$ cat config.mk
export PLATFORM = sky130hd
export DESIGN_NAME = cpu_controller
export DESIGN_NICKNAME = d
export VERILOG_FILES = /design/src/rtl/cpu_pkg.sv /design/src/rtl/instr_decoder.sv /design/src/rtl/cpu_controller.sv
export SDC_FILE = /design/constraint.sdc
export NUM_CORES = 1
export LEC_CHECK = 0
export BUFFER_PORTS_ARGS = -buffer_cell sky130_fd_sc_hd__buf_2
export CAP_MARGIN = 0
export CORE_ASPECT_RATIO = 0.5
export CORE_MARGIN = 2
export CORE_UTILIZATION = 47
export DETAILED_ROUTE_END_ITERATION = 8
export GPL_TIMING_DRIVEN = 0
export PLACE_DENSITY = 0.95
export SLEW_MARGIN = 20
export SYNTH_ARGS = -nofsm -noshare
export SYNTH_HDL_FRONTEND = slang
export SYNTH_SLANG_ARGS = --single-unit
$ cat constraint.sdc
create_clock -name clk -period 2.25 [get_ports clk]
set_input_delay 0.3375 -clock clk [delete_from_list [all_inputs] [get_ports clk]]
set_output_delay 0.3375 -clock clk [all_outputs]
set_load 0.03 [all_outputs]
$ cat src/rtl/cpu_pkg.sv
// Shared definitions for the CPU control path: FSM states, instruction
// encodings, writeback selects and instruction field positions.
package cpu_pkg;

  typedef enum logic [2:0] {
    S_WAIT   = 3'd0,
    S_DECODE = 3'd1,
    S_GET_A  = 3'd2,
    S_GET_B  = 3'd3,
    S_EXEC   = 3'd4,
    S_WR_IMM = 3'd5,
    S_WR_REG = 3'd6
  } state_e;

  localparam logic [2:0] OPC_MOV = 3'b110;
  localparam logic [2:0] OPC_ALU = 3'b101;

  localparam logic [1:0] OP_MOV_REG = 2'b00;
  localparam logic [1:0] OP_MOV_IMM = 2'b10;
  localparam logic [1:0] OP_ADD     = 2'b00;
  localparam logic [1:0] OP_CMP     = 2'b01;
  localparam logic [1:0] OP_AND     = 2'b10;
  localparam logic [1:0] OP_MVN     = 2'b11;

  localparam logic [1:0] VSEL_C     = 2'b00;
  localparam logic [1:0] VSEL_IMM8  = 2'b01;
  localparam logic [1:0] VSEL_PC    = 2'b10;
  localparam logic [1:0] VSEL_MDATA = 2'b11;

  localparam int OPC_LSB = 13;
  localparam int OP_LSB  = 11;
  localparam int RN_LSB  = 8;
  localparam int RD_LSB  = 5;
  localparam int SH_LSB  = 3;
  localparam int RM_LSB  = 0;

endpackage

$ cat src/rtl/instr_decoder.sv
// Combinational split of the instruction register into fields, the two
// sign-extended immediates and a flag marking supported encodings.
module instr_decoder
  import cpu_pkg::*;
(
  input  logic [15:0] ir_i,
  output logic [2:0]  opcode_o,
  output logic [1:0]  op_o,
  output logic [2:0]  rn_o,
  output logic [2:0]  rd_o,
  output logic [1:0]  sh_o,
  output logic [2:0]  rm_o,
  output logic [15:0] sximm8_o,
  output logic [15:0] sximm5_o,
  output logic        legal_o
);

  assign opcode_o = ir_i[OPC_LSB +: 3];
  assign op_o     = ir_i[OP_LSB +: 2];
  assign rn_o     = ir_i[RN_LSB +: 3];
  assign rd_o     = ir_i[RD_LSB +: 3];
  assign sh_o     = ir_i[SH_LSB +: 2];
  assign rm_o     = ir_i[RM_LSB +: 3];

  assign sximm8_o = {{8{ir_i[7]}}, ir_i[7:0]};
  assign sximm5_o = {{11{ir_i[4]}}, ir_i[4:0]};

  // Every ALU op is defined; only the two MOV forms exist under 110.
  always_comb begin
    legal_o = 1'b0;
    if (opcode_o == OPC_ALU) begin
      legal_o = 1'b1;
    end else if (opcode_o == OPC_MOV) begin
      legal_o = (op_o == OP_MOV_IMM) || (op_o == OP_MOV_REG);
    end
  end

endmodule

$ cat src/rtl/cpu_controller.sv
// Instruction register, decoder and Moore control FSM driving the 16-bit
// datapath one instruction at a time under a start/wait handshake.
module cpu_controller
  import cpu_pkg::*;
(
  input  logic        clk,
  input  logic        rst_n,
  input  logic [15:0] in,
  input  logic        load,
  input  logic        s,
  output logic        w,
  output logic [2:0]  readnum,
  output logic [2:0]  writenum,
  output logic        write,
  output logic [1:0]  vsel,
  output logic        loada,
  output logic        loadb,
  output logic        loadc,
  output logic        loads,
  output logic        asel,
  output logic        bsel,
  output logic [1:0]  ALUop,
  output logic [1:0]  shift,
  output logic [15:0] sximm8,
  output logic [15:0] sximm5
);

  state_e      state_q, state_d;
  logic [15:0] ir_q, ir_d;

  logic [2:0] opcode, rn, rd, rm;
  logic [1:0] op, sh;
  logic       legal;
  logic       isMovImm, isMovReg, isUnary, isCmp;

  instr_decoder u_decoder (
    .ir_i     (ir_q),
    .opcode_o (opcode),
    .op_o     (op),
    .rn_o     (rn),
    .rd_o     (rd),
    .sh_o     (sh),
    .rm_o     (rm),
    .sximm8_o (sximm8),
    .sximm5_o (sximm5),
    .legal_o  (legal)
  );

  assign isMovImm = (opcode == OPC_MOV) && (op == OP_MOV_IMM);
  assign isMovReg = (opcode == OPC_MOV) && (op == OP_MOV_REG);
  assign isCmp    = (opcode == OPC_ALU) && (op == OP_CMP);
  // Single-operand instructions skip GET_A and only fetch Rm.
  assign isUnary  = isMovReg || ((opcode == OPC_ALU) && (op == OP_MVN));

  assign ir_d = ((state_q == S_WAIT) && load) ? in : ir_q;

  always_ff @(posedge clk or negedge rst_n) begin
    if (!rst_n) begin
      state_q <= S_WAIT;
      ir_q    <= '0;
    end else begin
      state_q <= state_d;
      ir_q    <= ir_d;
    end
  end

  always_comb begin
    state_d  = state_q;
    w        = 1'b0;
    readnum  = rn;
    writenum = rn;
    write    = 1'b0;
    vsel     = VSEL_C;
    loada    = 1'b0;
    loadb    = 1'b0;
    loadc    = 1'b0;
    loads    = 1'b0;
    asel     = 1'b0;
    bsel     = 1'b0;
    ALUop    = 2'b00;
    shift    = 2'b00;

    unique case (state_q)
      S_WAIT: begin
        w = 1'b1;
        if (s) state_d = S_DECODE;
      end
      S_DECODE: begin
        if (!legal)        state_d = S_WAIT;
        else if (isMovImm) state_d = S_WR_IMM;
        else if (isUnary)  state_d = S_GET_B;
        else               state_d = S_GET_A;
      end
      S_GET_A: begin
        readnum = rn;
        loada   = 1'b1;
        state_d = S_GET_B;
      end
      S_GET_B: begin
        readnum = rm;
        loadb   = 1'b1;
        state_d = S_EXEC;
      end
      S_EXEC: begin
        shift = sh;
        loadc = !isCmp;
        loads = 1'b1;
        // MOV reg passes B through the adder with A forced to zero.
        if (isMovReg) begin
          asel = 1'b1;
        end else begin
          ALUop = op;
        end
        state_d = isCmp ? S_WAIT : S_WR_REG;
      end
      S_WR_IMM: begin
        writenum = rn;
        vsel     = VSEL_IMM8;
        write    = 1'b1;
        state_d  = S_WAIT;
      end
      S_WR_REG: begin
        writenum = rd;
        vsel     = VSEL_C;
        write    = 1'b1;
        state_d  = S_WAIT;
      end
      default: state_d = S_WAIT;
    endcase
  end

endmodule

* After elaboration in Yosys (flattened, before gate mapping)
Cells that the tools add are included.
** Storage, ports and cells
- Register bits :: 19
- Input port bits :: 20
- Logic and storage cells :: 47
** Cells by class
- Equality and inequality tests :: 12
- Mux-type cells :: 22
- Reduce and logical (&&, ||, !) cells :: 11
** Operators by type and width (number)
- $mux 3 :: 6
- $eq 3x3->1 const B :: 5
- $pmux 3 s5 :: 1
- $mux 1 :: 12
- $eq 3x2->1 const B :: 2
- $mux 2 :: 3
- $logic_and 1x1->1 :: 5
- $eq 2x2->1 const B :: 2
- $eq 3x1->1 const B :: 1
- $logic_not 3->1 :: 1
- $eq 2x1->1 const B :: 1
- $logic_not 2->1 :: 1
- $logic_or 1x1->1 :: 2
- $ne 2x2->1 const B :: 1
- $reduce_or 2->1 :: 1
- $logic_not 1->1 :: 1

* Logic depth before layout (Yosys ltp)
Gate-level depths: netlist of run 1.
- Word-level depth :: 7
- Mapped depth :: 5
- Depth with buffers taken out :: 3

* Modules after synthesis
A second synthesis of run 1 with hierarchy kept.
** Unflattened totals
- Cell total of the unflattened synthesis :: 132
- Area, all modules :: 1455.1 um^2
** Modules (own cells, without submodules)
- cpu_controller :: instances 1, cells each 81, area each 1068.5 um^2, sequential area each 475.5 um^2
- instr_decoder :: instances 1, cells each 51, area each 386.6 um^2, sequential area each 0.0 um^2

* Worst setup path after synthesis of run 1
No wires, ideal clock.
- Path type :: register to output
- Start point :: register state_q[1]
- End point :: output asel
- Arrival :: 1974 ps
- Required time :: 1913 ps
- Slack :: -61 ps
- Cell stages (with the launch flop) :: 4
- Path buffers :: 0
- Cell sequence :: dfrtp_1 > nor3b_1 > nand2_1 > nor2_1
** On the way
- Word-level cells in the longest chain between the ends :: 2
** Ends and longest elaborated chain
- from (decl) :: line cpu_controller.sv:28 : state_e state_q, state_d;
- from (signal assigned) :: line cpu_controller.sv:62 : state_q <= state_d;
- $eq 3x3->1 :: line cpu_controller.sv:83 : unique case (state_q)
- $mux 1 :: line cpu_controller.sv:83
- to (decl) :: line cpu_controller.sv:20 : output logic asel,
No other way between the ends.

* Worst setup path after layout of run 1
- Start point :: register state_q[0]
- End point :: output writenum[2]
** On the way
- Word-level cells in the longest chain between the ends :: 2
** Ends and longest elaborated chain
- $eq 3x3->1 :: line cpu_controller.sv:83
- $mux 3 :: line cpu_controller.sv:83
- to (decl) :: line cpu_controller.sv:13 : output logic [2:0] writenum,
No other way between the ends.

==> results.py, run 1 <==
metrics = {
    "timing": {
        "fmax_ghz": 0.4780,
        "rsz0062_at_grt": "no",
        "period_needed_ns": 2.092,
        "drv_slew": 0,
        "fin_crit_sh_pct": 92.98,
        "fin_skew_ns": 0.005057,
        "finalSetupViolCount": 0,
        "hold_viol": 0,
        "tns_ns": 0,
        "setup_slack_ns": 0.1579,
    },
    "grt": {
        "overflow": 0,
        "antenna_found_initial": 0,
        "grt.total_usage_pct": 16.53,
        "grt_max_degree": 20,
        "grt_pass1_wl_mm": 3.753,
        "first_global_vias": 815,
    },
    "drt": {
        "ant_nets": 0,
        "vias": 1034,
        "drtIter0Drc": 15,
        "vias_per_cell": 4.596,
        "firstDrtPassIters": 4,
        "drc_errors": 0,
        "wl_per_cell_um": 11.88,
        "drt-total-wl_mm": 2.673,
    },
    "floorplan": {
        "row_count": 13,
        "die_x_um": 77.04,
        "io_pins": 72,
        "core_area_um2": 2570,
        "dieArea_um2": 3122,
        "start_util_pct": 48.78,
        "die_h_um": 40.52,
    },
    "setup_path": {
        "path_cells": "nand2b_1 -> or2_2 -> mux2_2 -> buf_2",
        "cp_top_family": "simple AND/OR/NAND/NOR gates",
        "cp_slowest_stage_delay_ns": 0.46,
        "crit_slowest_cell": "dfrtp_1",
        "path_buf_inv": 1,
        "worstPathArrival_ns": 1.75,
        "end_kind": "output port",
        "cp-start-kind": "register",
        "worstSetupPathType": "reg -> out",
        "crit_required_ns": 1.91,
        "crit_fanout": 8,
    },
    "final_layout": {
        "design_area_um2": 1699,
        "area_growth_pct": 35.53,
        "stdcell_count": 225,
        "layout-drive-gt1-share_pct": 70.74,
        "antenna-diode-count": 0,
        "fin_nets": 209,
    },
    "place": {
        "dp_hpwl_mm": 2.154,
        "place_congestion": 0.9082,
        "io_buffers": 69,
        "dp_slack_ns": 0.4558,
        "placedCellCount": 221,
        "place_area_um2": 1654,
    },
    "clocking": {
        "clock_path_buffers": 2,
        "clock-sinks": 19,
        "clk_pin_slew_ns": 0.07,
        "tritoncts": "done",
        "root_buffer": "clkbuf_8",
        "cts_resized": 0,
        "cts_buffers": 3,
        "clock_latency_ns": 0.26,
        "htree_num_levels": 1,
        "cts_hold_buf": 0,
        "post-cts-setup-buffers": 0,
    },
    "worst_hold_path": {
        "hold_path_class": "in -> async",
    },
    "yosys": {
        "ys_seq_area_share_pct": 37.92,
        "yosysUniqueCellTypes": 25,
        "syn_area_um2": 1254,
        "avgSynthCellArea_um2": 11.00,
        "synth_top_cell_area_share_pct": 37.92,
        "synth_area_leaders": "dfrtp_1 (38%), buf_4 (20%), mux2_4 (12%)",
        "post-synth-top-area-cell": "dfrtp_1",
        "ys_seq_elements": 19,
        "syn_inst": 114,
        "yosys_warnings": 0,
    },
    "flow_run": {
        "maxCapViolCount": 0,
    },
    "run_status": {
        "outcome": "finished clean",
    },
}
[cells in the mapped netlist]
master,n
a31oi_1,2
nor4b_1,1
a21oi_1,1
mux2_2,12
mux2_4,10
inv_1,4
and2_1,5
buf_6,2
buf_4,34
nand3b_1,2
o41ai_1,1
o21ai_1,1
o21ai_0,1
nor3b_1,3
nand3_1,1
dfrtp_1,19
nand2_1,2
nor2b_1,1
nor2_1,4
o211ai_1,1
conb_1,1
nor3_2,1
nand2b_1,3
or3_1,1
or2_2,1
[registers in the layout, summed over array words and instances, names as in the netlist]
register and count:
ir_q 16, state_q 3
[cells in the final DEF (no fill, tap or decap), drive strengths merged]
cell    count
or2         1
nand3       1
conb        2
dfrtp      19
nor3b       3
mux2       22
o41ai       1
nand2       2
nor4b       1
o21ai       2
a31oi       2
inv         4
nand3b      2
nor2b       1
buf       105
o211ai      1
a21oi       1
nor2        4
nor3        1
clkbuf      4
or3         1
and2        5
nand2b      3
[logic make-up after synthesis]
group                  count (synthesis)  synth area share, %
AO/OA/AOI/OAI                          7                3.492
flip-flops                            19                37.92
other                                  1               0.2991
buffers and inverters                 40                23.35
AND/OR/NAND/NOR                       25                12.18
multiplexers                          22                22.75
[worst register-to-register path, cell delays in order (launching register included)]
cell	delay, ns
dfrtp_1	0.46
nor3_2	0.21
and2_1	0.16
buf_6	0.14
buf_6	0.18
mux2_4	0.32
[final timing paths]
kind                       startpoint           to  slack (ns)  cells past startpoint
max reg2reg                state_q[1]      ir_q[9]        0.67                      5
max                        state_q[0]  writenum[2]        0.16                      4
min in group clk                in[8]      ir_q[8]        0.31                      2
max in group asynchronous       rst_n     ir_q[10]        1.94                      1
min reg2reg                  ir_q[10]     ir_q[10]        0.56                      1
min                             rst_n      ir_q[2]        0.01                      1
[area by class of cell]
type                    count  area, um^2
clock buffers               4       45.04
plain buffers              36       277.8
inverters                   4       15.01
well taps                  37       46.29
fillers                   188       870.8
flip-flops and latches     19       475.5
repair buffers             69       345.3
multi-input cells          56       494.2
[routing by layer]
layer | track usage, % | wire [um] | part of all wire, % | up-vias
li1 | - | - | - | 496
met1 | 18.12 | 1021 | 38 | 480
met2 | 32.24 | 1386 | 52 | 52
met3 | 5.180 | 223 | 8.3 | 6
met4 | 6.250 | 40 | 1.5 | 0
met5 | 0 | 0 | 0 | -
[stage by stage]
stage               hold slack [ns]  util [%]
finish                      0.01197     66.11
global route                0.03191     66.11
CTS                         0.01966     66.11
detailed placement           0.2976     64.36
global placement             0.2905     64.36
floorplan                   0.04191         -
Power of run 1 is left out: the tool's default activity adds up to more than one toggle a clock period on the data nets, which glitch-free logic cannot reach.
==> run 2, diff against run 1 <==
- CORE_ASPECT_RATIO: 0.5 -> default
- CORE_UTILIZATION: 47 -> 49
- CTS_BUF_LIST: default -> sky130_fd_sc_hd__clkbuf_2
==> results.py, run 2 (synthesized netlist as in run 1, its figures left out) <==
metrics = {
    "final_layout": {
        "design_area_um2": 1675,
        "layout-drive-gt1-share_pct": 70.90,
        "antenna-diode-count": 0,
        "area_growth_pct": 33.63,
        "fin_nets": 210,
        "largest-register": "ir_q",
        "mostFrequentLayoutCell": "buf_2",
        "largest_register_ffs": 16,
        "layout_common_cells": "buf_2 (69), buf_4 (34), dfrtp_1 (19)",
        "largestRegisters": "ir_q (16), state_q (3)",
    },
    "place": {
        "dp_slack_ns": 0.4611,
        "io_buffers": 69,
        "place_area_um2": 1645,
        "place_congestion": 0.7504,
        "dp_hpwl_mm": 1.992,
    },
    "grt": {
        "first_global_vias": 859,
        "antenna_found_initial": 0,
        "use_met1_pct": 20.24,
        "grt.total_usage_pct": 16.70,
        "grt_use_met2_pct": 29.17,
        "top_usage_layer": "met2",
        "overflow": 0,
        "grt_max_degree": 20,
        "grt_pass1_wl_mm": 3.574,
        "gr-usage-met3_pct": 3.279,
    },
    "clocking": {
        "cts_buffers": 3,
        "clock_latency_ns": 0.29,
        "tritoncts": "done",
        "clk_pin_slew_ns": 0.18,
        "clock-sinks": 19,
        "post-cts-setup-buffers": 0,
        "cts_resized": 0,
        "clock_path_buffers": 2,
        "cts_hold_buf": 1,
        "root_buffer": "clkbuf_2",
        "htree_num_levels": 1,
    },
    "timing": {
        "setup_slack_ns": 0.09826,
        "fmax_ghz": 0.4647,
        "hold_viol": 0,
        "tns_ns": 0,
        "fin_crit_sh_pct": 95.63,
        "finalSetupViolCount": 0,
        "rsz0062_at_grt": "no",
        "fin_skew_ns": 0.004928,
        "period_needed_ns": 2.152,
        "drv_slew": 0,
    },
    "setup_path": {
        "cp-start-kind": "register",
        "worstSetupPathType": "reg -> out",
        "r2r_start": "state_q[1]",
        "ff2ff_path_depth": 5,
        "cp-startpoint": "state_q[0]",
        "crit_fanout": 8,
        "ff2ff_setup_slack_ns": 0.63,
        "crit_required_ns": 1.91,
        "rr_endpoint": "ir_q[12]",
        "worstPathArrival_ns": 1.81,
        "end_kind": "output port",
    },
    "drt": {
        "vias": 995,
        "wl_per_cell_um": 11.01,
        "drtIter0Drc": 12,
        "firstDrtPassIters": 4,
        "drt-total-wl_mm": 2.411,
        "drc_errors": 0,
        "ant_nets": 0,
        "vias_per_cell": 4.543,
    },
    "floorplan": {
        "die_h_um": 54.58,
        "io_pins": 72,
        "row_count": 18,
        "core_area_um2": 2455,
        "dieArea_um2": 2979,
        "die_x_um": 54.58,
        "start_util_pct": 51.07,
    },
    "worst_hold_path": {
        "min_to": "ir_q[10]",
        "holdCritStartpoint": "in[10]",
        "holdPathStages": 2,
        "hold_path_class": "in -> reg",
    },
    "run_status": {
        "outcome": "finished clean",
    },
    "flow_run": {
        "maxCapViolCount": 0,
    },
}
## run 2: cell types whose count changed in the layout (fill, tap and decap cells not counted), sizes merged
cell	before	now
clkbuf	4	3
dlygate4sd3	0	1
clkinv	0	1
## run 2: worst max-delay path, stage by stage, from the launching register on
cell and delay (ns):
dfrtp_1 0.50, nand2b_1 0.22, or2_2 0.34, mux2_2 0.28, buf_2 0.18
## run 2: layout make-up
| class | instances | area, um^2 |
|---|---|---|
| Clock buffer | 3 | 15.01 |
| Multi-Input combinational cell | 56 | 494.2 |
| Inverter | 4 | 15.01 |
| Tap cell | 30 | 37.54 |
| Timing Repair Buffer | 70 | 355.3 |
| Fill cell | 221 | 779.5 |
| Sequential cell | 19 | 475.5 |
| Clock inverter | 1 | 5.005 |
| Buffer | 36 | 277.8 |
## run 2: through the flow
stage,hold slack [ns],cells,utilization (%)
after CTS,0.2383,219,68.25
after floorplan,0.04191,115,-
after global placement,0.2927,214,67.02
after global routing,0.2216,219,68.25
after detailed placement,0.3001,214,67.02
final,0.2536,219,68.25
## run 2: worst max-delay path by stage
stage,endpoint,slack (ns)
floorplan,asel,0.35
global placement,writenum[0],0.46
detailed placement,writenum[0],0.46
CTS,writenum[0],0.08
global route,writenum[1],0.02
finish,writenum[2],0.1
## run 2: layer usage
layer / routed length (um) / share of wire, %
met5: 0 / 0
met1: 998 / 41
met3: 203 / 8.4
met2: 1189 / 49
met4: 19 / 0.79
Power of run 2 is left out for the same reason.
